==> src/rtl/hazard_ctrl_pkg.sv <==
// hazard_ctrl_pkg: shared CPU types for fetch/decode: register number, NOP word, hazard FSM states
package hazard_ctrl_pkg;
   localparam int REG_W = 3;
   localparam logic [15:0] NOP = 16'h0000;
   typedef logic [REG_W-1:0] reg_t;
   typedef enum logic [1:0] {RUN, MISS_REQ, MISS_WAIT, RESUME} state_e;
endpackage

==> src/rtl/hazard_ctrl_if.sv <==
// hazard_ctrl_if: pipeline/I-cache side of the hazard controller
//   master (pipeline, I-cache): drives hit, refill_done, pcSrc, ID/EX register info
//   slave  (hazard_ctrl): drives PC/IF/ID/ID/EX enables and flushes, refill_req, event counters
interface hazard_ctrl_if
   import hazard_ctrl_pkg::*;
#(parameter int CNT_W = 16);
   logic hit;
   logic refill_done;
   logic pcSrc;
   reg_t id_rs;
   reg_t id_rt;
   logic id_uses_rs;
   logic id_uses_rt;
   logic ex_memRead;
   reg_t ex_rt;
   logic pc_write;
   logic ifid_write;
   logic ifid_flush;
   logic idex_flush;
   logic refill_req;
   logic [CNT_W-1:0] miss_cnt;
   logic [CNT_W-1:0] stall_cnt;
   modport master (
      output hit, refill_done, pcSrc, id_rs, id_rt, id_uses_rs, id_uses_rt, ex_memRead, ex_rt,
      input  pc_write, ifid_write, ifid_flush, idex_flush, refill_req, miss_cnt, stall_cnt
   );
   modport slave (
      input  hit, refill_done, pcSrc, id_rs, id_rt, id_uses_rs, id_uses_rt, ex_memRead, ex_rt,
      output pc_write, ifid_write, ifid_flush, idex_flush, refill_req, miss_cnt, stall_cnt
   );
endinterface

==> src/rtl/hazard_lu_detect.sv <==
// hazard_lu_detect: combinational load-use hazard compare between the EX load and the ID sources
//   in : ex_memRead_i, ex_rt_i, id_rs_i, id_rt_i, id_uses_rs_i, id_uses_rt_i
//   out: load_use_o
module hazard_lu_detect
   import hazard_ctrl_pkg::*;
(
   input  logic ex_memRead_i,
   input  reg_t ex_rt_i,
   input  reg_t id_rs_i,
   input  reg_t id_rt_i,
   input  logic id_uses_rs_i,
   input  logic id_uses_rt_i,
   output logic load_use_o
);
   // register 0 is hardwired zero, so a load targeting it never creates a dependency
   assign load_use_o = ex_memRead_i && ex_rt_i != '0 &&
                       ((id_uses_rs_i && id_rs_i == ex_rt_i) || (id_uses_rt_i && id_rt_i == ex_rt_i));
endmodule

==> src/rtl/hazard_ctrl.sv <==
// hazard_ctrl: I-cache miss FSM, load-use stall and branch flush control with event counters
//   in : clk, rst_n (async, active low), hz.slave inputs (hit, refill_done, pcSrc, ID/EX regs)
//   out: hz.slave outputs (pc_write, ifid_write, ifid_flush, idex_flush, refill_req,
//        miss_cnt, stall_cnt), state_o (current FSM state for observation)
module hazard_ctrl
   import hazard_ctrl_pkg::*;
#(
   parameter int CNT_W      = 16,
   parameter int MAX_REFILL = 64
)
(
   input  logic         clk,
   input  logic         rst_n,
   hazard_ctrl_if.slave hz,
   output state_e       state_o
);
   localparam int TW = $clog2(MAX_REFILL + 1);
   state_e           state_q, state_d;
   logic [TW-1:0]    timer_q, timer_d;
   logic [CNT_W-1:0] miss_cnt_q, miss_cnt_d, stall_cnt_q, stall_cnt_d;
   logic             load_use, fetch_ok, timeout, pc_write;

   hazard_lu_detect u_lu (
      .ex_memRead_i (hz.ex_memRead),
      .ex_rt_i      (hz.ex_rt),
      .id_rs_i      (hz.id_rs),
      .id_rt_i      (hz.id_rt),
      .id_uses_rs_i (hz.id_uses_rs),
      .id_uses_rt_i (hz.id_uses_rt),
      .load_use_o   (load_use)
   );

   assign fetch_ok = state_q == RUN && hz.hit;
   assign timeout  = timer_q == TW'(MAX_REFILL - 1);

   // pcSrc overrides everything; load-use holds PC and IF/ID; a failed fetch feeds a NOP into IF/ID
   assign pc_write      = hz.pcSrc || (!load_use && fetch_ok);
   assign hz.pc_write   = pc_write;
   assign hz.ifid_write = hz.pcSrc || !load_use;
   assign hz.ifid_flush = hz.pcSrc || (!load_use && !fetch_ok);
   assign hz.idex_flush = hz.pcSrc || load_use;
   assign hz.refill_req = state_q == MISS_REQ;
   assign hz.miss_cnt   = miss_cnt_q;
   assign hz.stall_cnt  = stall_cnt_q;
   assign state_o       = state_q;

   // pcSrc is deliberately ignored here: a started miss always completes through RESUME
   always_comb begin
      state_d = state_q;
      timer_d = timer_q;
      case (state_q)
         RUN:       state_d = hz.hit ? RUN : MISS_REQ;
         MISS_REQ:  begin
            state_d = MISS_WAIT;
            timer_d = '0;
         end
         MISS_WAIT: begin
            state_d = hz.refill_done ? RESUME : timeout ? MISS_REQ : MISS_WAIT;
            timer_d = timer_q + 1'b1;
         end
         default:   state_d = RUN;
      endcase
   end

   // only the RUN->MISS_REQ edge is a new miss; timeout reissues leave miss_cnt alone
   always_comb begin
      miss_cnt_d  = (state_q == RUN && !hz.hit && miss_cnt_q != '1) ? miss_cnt_q + 1'b1 : miss_cnt_q;
      stall_cnt_d = (!pc_write && stall_cnt_q != '1) ? stall_cnt_q + 1'b1 : stall_cnt_q;
   end

   always_ff @(posedge clk or negedge rst_n) begin
      if (!rst_n) begin
         state_q     <= RUN;
         timer_q     <= '0;
         miss_cnt_q  <= '0;
         stall_cnt_q <= '0;
      end else begin
         state_q     <= state_d;
         timer_q     <= timer_d;
         miss_cnt_q  <= miss_cnt_d;
         stall_cnt_q <= stall_cnt_d;
      end
   end
endmodule

==> src/flat_wrapper.sv <==
// flat-port wrapper written by rule: the top's interface ports become plain ports
module hazard_ctrl_flat import hazard_ctrl_pkg::*;
#(
   parameter int CNT_W      = 16,
   parameter int MAX_REFILL = 64
)
  (clk, rst_n, state_o, hz_hit, hz_refill_done, hz_pcSrc, hz_id_rs, hz_id_rt, hz_id_uses_rs, hz_id_uses_rt, hz_ex_memRead, hz_ex_rt, hz_pc_write, hz_ifid_write, hz_ifid_flush, hz_idex_flush, hz_refill_req, hz_miss_cnt, hz_stall_cnt);
  hazard_ctrl_if #(.CNT_W(CNT_W)) hz_i ();
  input  logic clk;
  input  logic rst_n;
  output state_e state_o;
  input wire logic [$bits(hz_i.hit)-1:0] hz_hit;
  input wire logic [$bits(hz_i.refill_done)-1:0] hz_refill_done;
  input wire logic [$bits(hz_i.pcSrc)-1:0] hz_pcSrc;
  input wire logic [$bits(hz_i.id_rs)-1:0] hz_id_rs;
  input wire logic [$bits(hz_i.id_rt)-1:0] hz_id_rt;
  input wire logic [$bits(hz_i.id_uses_rs)-1:0] hz_id_uses_rs;
  input wire logic [$bits(hz_i.id_uses_rt)-1:0] hz_id_uses_rt;
  input wire logic [$bits(hz_i.ex_memRead)-1:0] hz_ex_memRead;
  input wire logic [$bits(hz_i.ex_rt)-1:0] hz_ex_rt;
  output wire logic [$bits(hz_i.pc_write)-1:0] hz_pc_write;
  output wire logic [$bits(hz_i.ifid_write)-1:0] hz_ifid_write;
  output wire logic [$bits(hz_i.ifid_flush)-1:0] hz_ifid_flush;
  output wire logic [$bits(hz_i.idex_flush)-1:0] hz_idex_flush;
  output wire logic [$bits(hz_i.refill_req)-1:0] hz_refill_req;
  output wire logic [$bits(hz_i.miss_cnt)-1:0] hz_miss_cnt;
  output wire logic [$bits(hz_i.stall_cnt)-1:0] hz_stall_cnt;
  assign hz_i.hit = hz_hit;
  assign hz_i.refill_done = hz_refill_done;
  assign hz_i.pcSrc = hz_pcSrc;
  assign hz_i.id_rs = hz_id_rs;
  assign hz_i.id_rt = hz_id_rt;
  assign hz_i.id_uses_rs = hz_id_uses_rs;
  assign hz_i.id_uses_rt = hz_id_uses_rt;
  assign hz_i.ex_memRead = hz_ex_memRead;
  assign hz_i.ex_rt = hz_ex_rt;
  assign hz_pc_write = hz_i.pc_write;
  assign hz_ifid_write = hz_i.ifid_write;
  assign hz_ifid_flush = hz_i.ifid_flush;
  assign hz_idex_flush = hz_i.idex_flush;
  assign hz_refill_req = hz_i.refill_req;
  assign hz_miss_cnt = hz_i.miss_cnt;
  assign hz_stall_cnt = hz_i.stall_cnt;
  hazard_ctrl #(.CNT_W(CNT_W), .MAX_REFILL(MAX_REFILL)) u_core (.clk(clk), .rst_n(rst_n), .hz(hz_i), .state_o(state_o));
endmodule
==> config.mk <==
export PLATFORM = sky130hd
export DESIGN_NAME = hazard_ctrl_flat
export DESIGN_NICKNAME = d
export VERILOG_FILES = /design/src/rtl/hazard_ctrl_pkg.sv /design/src/rtl/hazard_ctrl_if.sv /design/src/rtl/hazard_lu_detect.sv /design/src/rtl/hazard_ctrl.sv /design/src/flat_wrapper.sv
export SDC_FILE = /design/constraint.sdc
export NUM_CORES = 1
export LEC_CHECK = 0
export BUFFER_PORTS_ARGS = -buffer_cell sky130_fd_sc_hd__buf_2
export CORE_ASPECT_RATIO = 1.2
export CORE_MARGIN = 2
export CORE_UTILIZATION = 54
export CTS_BUF_LIST = sky130_fd_sc_hd__clkbuf_8
export CTS_CLUSTER_SIZE = 20
export DETAILED_ROUTE_END_ITERATION = 8
export PLACE_DENSITY = 0.82
export SLEW_MARGIN = 10
export SYNTH_ARGS = -nofsm -noshare
export SYNTH_HDL_FRONTEND = slang
export SYNTH_SLANG_ARGS = --single-unit
==> constraint.sdc <==
create_clock -name clk -period 2.56 [get_ports clk]
set_input_delay 0.256 -clock clk [delete_from_list [all_inputs] [get_ports clk]]
set_output_delay 0.256 -clock clk [all_outputs]
set_load 0.005 [all_outputs]
After elaboration in Yosys (flattened, before gate mapping):

Cells that the tools add are included.

* register bits after elaboration: 41
* bits in latches: 0
* memory bits (writable): 0
* memory bits (read-only): 0
* input bits: 17
* output and inout bits: 39
* word-level logic and storage cells: 41
* memories kept: 0

* add/subtract/negate cells: 3
* multiply operators: 0
* div/mod/pow operators: 0
* magnitude comparators: 0
* eq/ne operators: 7
* shift operators: 0
* mux-type cells: 5
* bitwise logic cells: 0
* reduce and logical (&&, ||, !) cells: 22

Operators by type and width (number)
* $add 16x1->16 const B: 2
* $ne 16x16->1 const B: 2
* $pmux 7 s2: 1
* $logic_and 1x1->1: 10
* $add 7x1->7 const B: 1
* $eq 7x6->1 const B: 1
* $eq 3x3->1: 2
* $pmux 2 s3: 1
* $logic_or 1x1->1: 5
* $logic_not 1->1: 4
* $mux 2: 2
* $reduce_bool 3->1: 1
* $eq 2x1->1 const B: 1
* $eq 2x2->1 const B: 1
* $logic_not 2->1: 1
* $reduce_bool 2->1: 1
* $mux 1: 1

Logic depth before layout (Yosys ltp):

* depth after elaboration: 9
* gate-level depth with buffers: 8
* depth with buffers taken out: 8

Hierarchy:

From an unflattened synthesis, not the netlist that was laid out.

* cells, all modules: 214
* area, all modules: 2233.4 µm²

By module, submodules not included
* hazard_ctrl: times used 1, cells an instance 204, area an instance 2155.8 µm², seq. area each 1026.0 µm²
* hazard_lu_detect: times used 1, cells an instance 10, area an instance 77.6 µm², seq. area each 0.0 µm²

Worst setup path before layout:

No wires, ideal clock.

* kind: reg-to-reg
* from: register u_core.stall_cnt_q[0], in the netlist u_core.hz.stall_cnt[0]
* to: register u_core.stall_cnt_q[13], in the netlist u_core.hz.stall_cnt[13]
* setup time: 0.126 ns
* arrival time: 1.678 ns
* required time: 2.434 ns
* slack: 0.756 ns
* cell stages (with the launch flop): 9
* path buffers: 1
* period minus slack after synthesis: 1.804 ns
* path through: dfrtp_1 ha_1 and3_1 and3_1 nand3_2 o221a_4 buf_6 nand4_1 xnor2_1

* longest elaborated chain between the ends: 2
* elaborated cells between the ends (all ways): 3
* those cells by class: add/sub (1); eq/ne (1); reduce/logical (1)

Ends and longest elaborated chain
* from (decl): line hazard_ctrl.sv:20 `logic [CNT_W-1:0] miss_cnt_q, miss_cnt_d, stall_cnt_q, stall_cnt_d;`
* from (signal assigned): line hazard_ctrl.sv:81 `stall_cnt_q <= stall_cnt_d;`
* branches (longest 2 deep; another with $add 16x1->16)

Parallel ways; which one is timed is not known.
A chain may end at the register's enable or synchronous reset.

Final worst setup path:

* from: register u_core.state_q[0], in the netlist u_core.state_o[0]
* to: register u_core.miss_cnt_q[11], in the netlist u_core.hz.miss_cnt[11]

* longest elaborated chain between the ends: 3

Ends and longest elaborated chain
* from (decl): line hazard_ctrl.sv:18 `state_e state_q, state_d;`
* from (signal assigned): line hazard_ctrl.sv:78 `state_q <= state_d;`
* $logic_not 2->1: line hazard_ctrl.sv:67 `miss_cnt_d = (state_q == RUN && !hz.hit && miss_cnt_q != '1) ? miss_cnt_q + 1'b1 : miss_cnt_q;`
* $logic_and 1x1->1 (2 in a row): line hazard_ctrl.sv:67
* to (signal assigned): line hazard_ctrl.sv:80 `miss_cnt_q <= miss_cnt_d;`
* to (decl): line hazard_ctrl.sv:20

No other way between the ends.

==> flow_metrics.env <==
export IMPL_slew_headroom_pct=41.1
export IMPL_seq_area_um2=1030
export IMPL_crit_path_end_kind="register"
export IMPL_post_route_min_period_ns=2.00
export IMPL_cts_tree="built"
export IMPL_vias=1741
export IMPL_syn_cell_area_um2=2090
export IMPL_n_fill_cell=305
export IMPL_hp_class="in -> async"
export IMPL_post_drt_wl_per_cell_um=13.8
export IMPL_grt_overflow=0
export IMPL_netlist_top_cells_area="dfrtp_1, xnor2_1, nand2_1"
export IMPL_finalHoldViolCount=0
export IMPL_multi_input_area_um2=1010
export IMPL_grt_pass1_wl_mm=7.23
export IMPL_rows=24
export IMPL_grt_pass1_vias=1643
export IMPL_clock_skew_ns=0.00236
export IMPL_clkTransAtPathRegs_ns=0.08
export IMPL_hold_buffers=0
export IMPL_crit_chain="inv_1 > ha_1 > and2b_1 > nand2_1 > nor3_1 > and2_1 > nor2b_1 > xor2_1"
export IMPL_avgSynthCellArea_um2=10.2
export IMPL_cp_arrival_ns=2.22
export IMPL_antenna_cells=0
export IMPL_dr_pass1_iters=4
export IMPL_cap_violations=0
export IMPL_die_area_um2=4380
export IMPL_cts_sinks=41
export IMPL_grt_max_degree=42
export IMPL_critPathMaxFanout=6
export IMPL_p_total_mw=2.04
export IMPL_drtAntennaViolNets=0
export IMPL_maxSlewViolCount=0
export IMPL_final_nets=286
export IMPL_yosysSeqAreaShare_pct=49.1
export IMPL_root_buffer="clkbuf_8"
export IMPL_fmax_mhz=500
export IMPL_vdd_drop_max_mv=0.512
export IMPL_mostFrequentLayoutCell="buf_2"
export IMPL_path_class="reg -> reg"
export IMPL_routed_wl_mm=4.34
export IMPL_h_tree_depth=2
export IMPL_pin_count=56
export IMPL_track_usage_pct=21.6
export IMPL_synth_nets=228
export IMPL_yosysTopAreaCell="dfrtp_1"
export IMPL_cpPeakStageDelay_ns=0.42
export IMPL_start_util_pct=57.0
export IMPL_dp_hpwl_mm=3.11
export IMPL_synth_top_area_share_pct=49.1
export IMPL_synth_seq_cells=41
export IMPL_die_w_um=60.8
export IMPL_critPathSlowestCell="dfrtp_1"
export IMPL_gp_congestion=0.826
export IMPL_start_kind="register"
export IMPL_die_h_um=72.1
export IMPL_ys_types=31
export IMPL_area_growth_pct=20.8
export IMPL_post_route_period_util_pct=78.1
export IMPL_cts_resized=0
export IMPL_io_buffers=55
export IMPL_postCtsSetupBuffers=0
export IMPL_netlist_instances=204
export IMPL_vias_per_cell=5.53
export IMPL_drive_gt1_share_pct=27.8
export IMPL_mostFrequentLayoutCells="buf_2, dfrtp_1, nand2_1"
export IMPL_first_iter_violations=105
export IMPL_cts_buffers=5
export IMPL_ff2ff_setup_slack_ns=0.56
export IMPL_grt_setup_unrepaired="no"
export IMPL_drc_errors=0
export IMPL_tns_ns=0
export IMPL_ys_warn_count=0
export IMPL_insertion_delay_ns=0.29
export IMPL_status="finished clean"
export IMPL_powerDensity_nw_per_um2=811
export IMPL_setup_viol=0
export IMPL_coreArea_um2=3660
export IMPL_antenna_found_initial=0
export IMPL_cts_path_max_buffers=2
export IMPL_worst_pin_slew_ns=0.884
export IMPL_p_leak_nw=1.26
export IMPL_worstPathRequired_ns=2.78
## where the power goes
part | internal [mW] | switching (mW) | leakage [nW]
Clock | 0.314 | 0.219 | 0.0626
Combinational | 0.271 | 0.326 | 0.648
Sequential | 0.770 | 0.145 | 0.546
## cells by family after synthesis
family	synth area share, %
compound gates	7.31
xor+xnor	13.8
fa+ha+maj	4.19
buf+inv	2.52
flops	49.1
mux	2.64
simple gates	20.4
## through the flow
step                hold WS (ns)  instance area, um^2  utilization, %  cells  setup slack, ns
detailed placement         0.436                 2410            65.7    307            0.632
global placement           0.426                 2410            65.7    307            0.696
CTS                        0.116                 2520            68.9    315            0.573
finish                    0.0787                 2520            68.9    315            0.560
global route               0.161                 2520            68.9    315            0.327
floorplan                -0.0396                 2090               -    204            0.756
## cell type report
cell class                 instances  area share (%)
multi-input combinational        151            40.0
inverter                           8            1.19
timing repair buffer              55            10.9
clock inverter                     2            1.34
sequential                        41            40.7
clock buffer                       6            3.27
tap                               52            2.58
## Yosys cell counts
cell	instances
mux2_2	4
o21ai_0	10
or2_2	2
a21oi_2	1
inv_1	8
nand3_1	13
and2_1	2
o221a_4	1
and3_2	2
nor3_1	3
and2b_1	1
and3_1	9
a211oi_1	1
xor2_1	10
a41oi_1	1
clkbuf_1	3
mux2i_1	1
nor2_1	8
buf_6	1
a32o_1	1
a31oi_1	1
nand3_2	1
nand2_1	27
dfrtp_1	41
ha_1	7
o31ai_1	3
o311ai_0	1
xnor2_1	23
nor2b_1	2
nand4_1	14
a21oi_1	2
## worst max-delay path: cells and delay by family, from the launching register on
family | cells | cell delay, ns
buffers and inverters | 1 | 0.13
XOR/XNOR | 1 | 0.15
flip-flops | 1 | 0.42
AND/OR/NAND/NOR | 5 | 1.03
adder cells (fa/ha/maj) | 1 | 0.19
## state kept, by name, summed over array words and instances, names as in the netlist
signal / cells
u_core.hz.miss_cnt: 16
u_core.timer_q: 7
u_core.hz.stall_cnt: 16
u_core.state_o: 2
## worst paths after layout
path	cells past startpoint	to	from
min in group clk	3	u_core.state_o[0]$_DFF_PN0_	hz_refill_done
setup / recovery	8	u_core.hz.miss_cnt[11]$_DFFE_PN0P_	u_core.state_o[0]$_DFF_PN0_
max in group asynchronous	1	u_core.timer_q[3]$_DFFE_PN0P_	rst_n
hold reg to reg	1	u_core.hz.stall_cnt[8]$_DFFE_PN0P_	u_core.hz.stall_cnt[8]$_DFFE_PN0P_
setup reg to reg	8	u_core.hz.miss_cnt[11]$_DFFE_PN0P_	u_core.state_o[0]$_DFF_PN0_
hold / removal	1	u_core.hz.miss_cnt[4]$_DFFE_PN0P_	rst_n
## routing by layer
layer,wire [um],track usage [%]
met4,44,7.25
met5,0,0
met1,1810,27.1
met3,167,4.81
met2,2310,36.3
No activity file was read; power rests on OpenSTA's default activity.
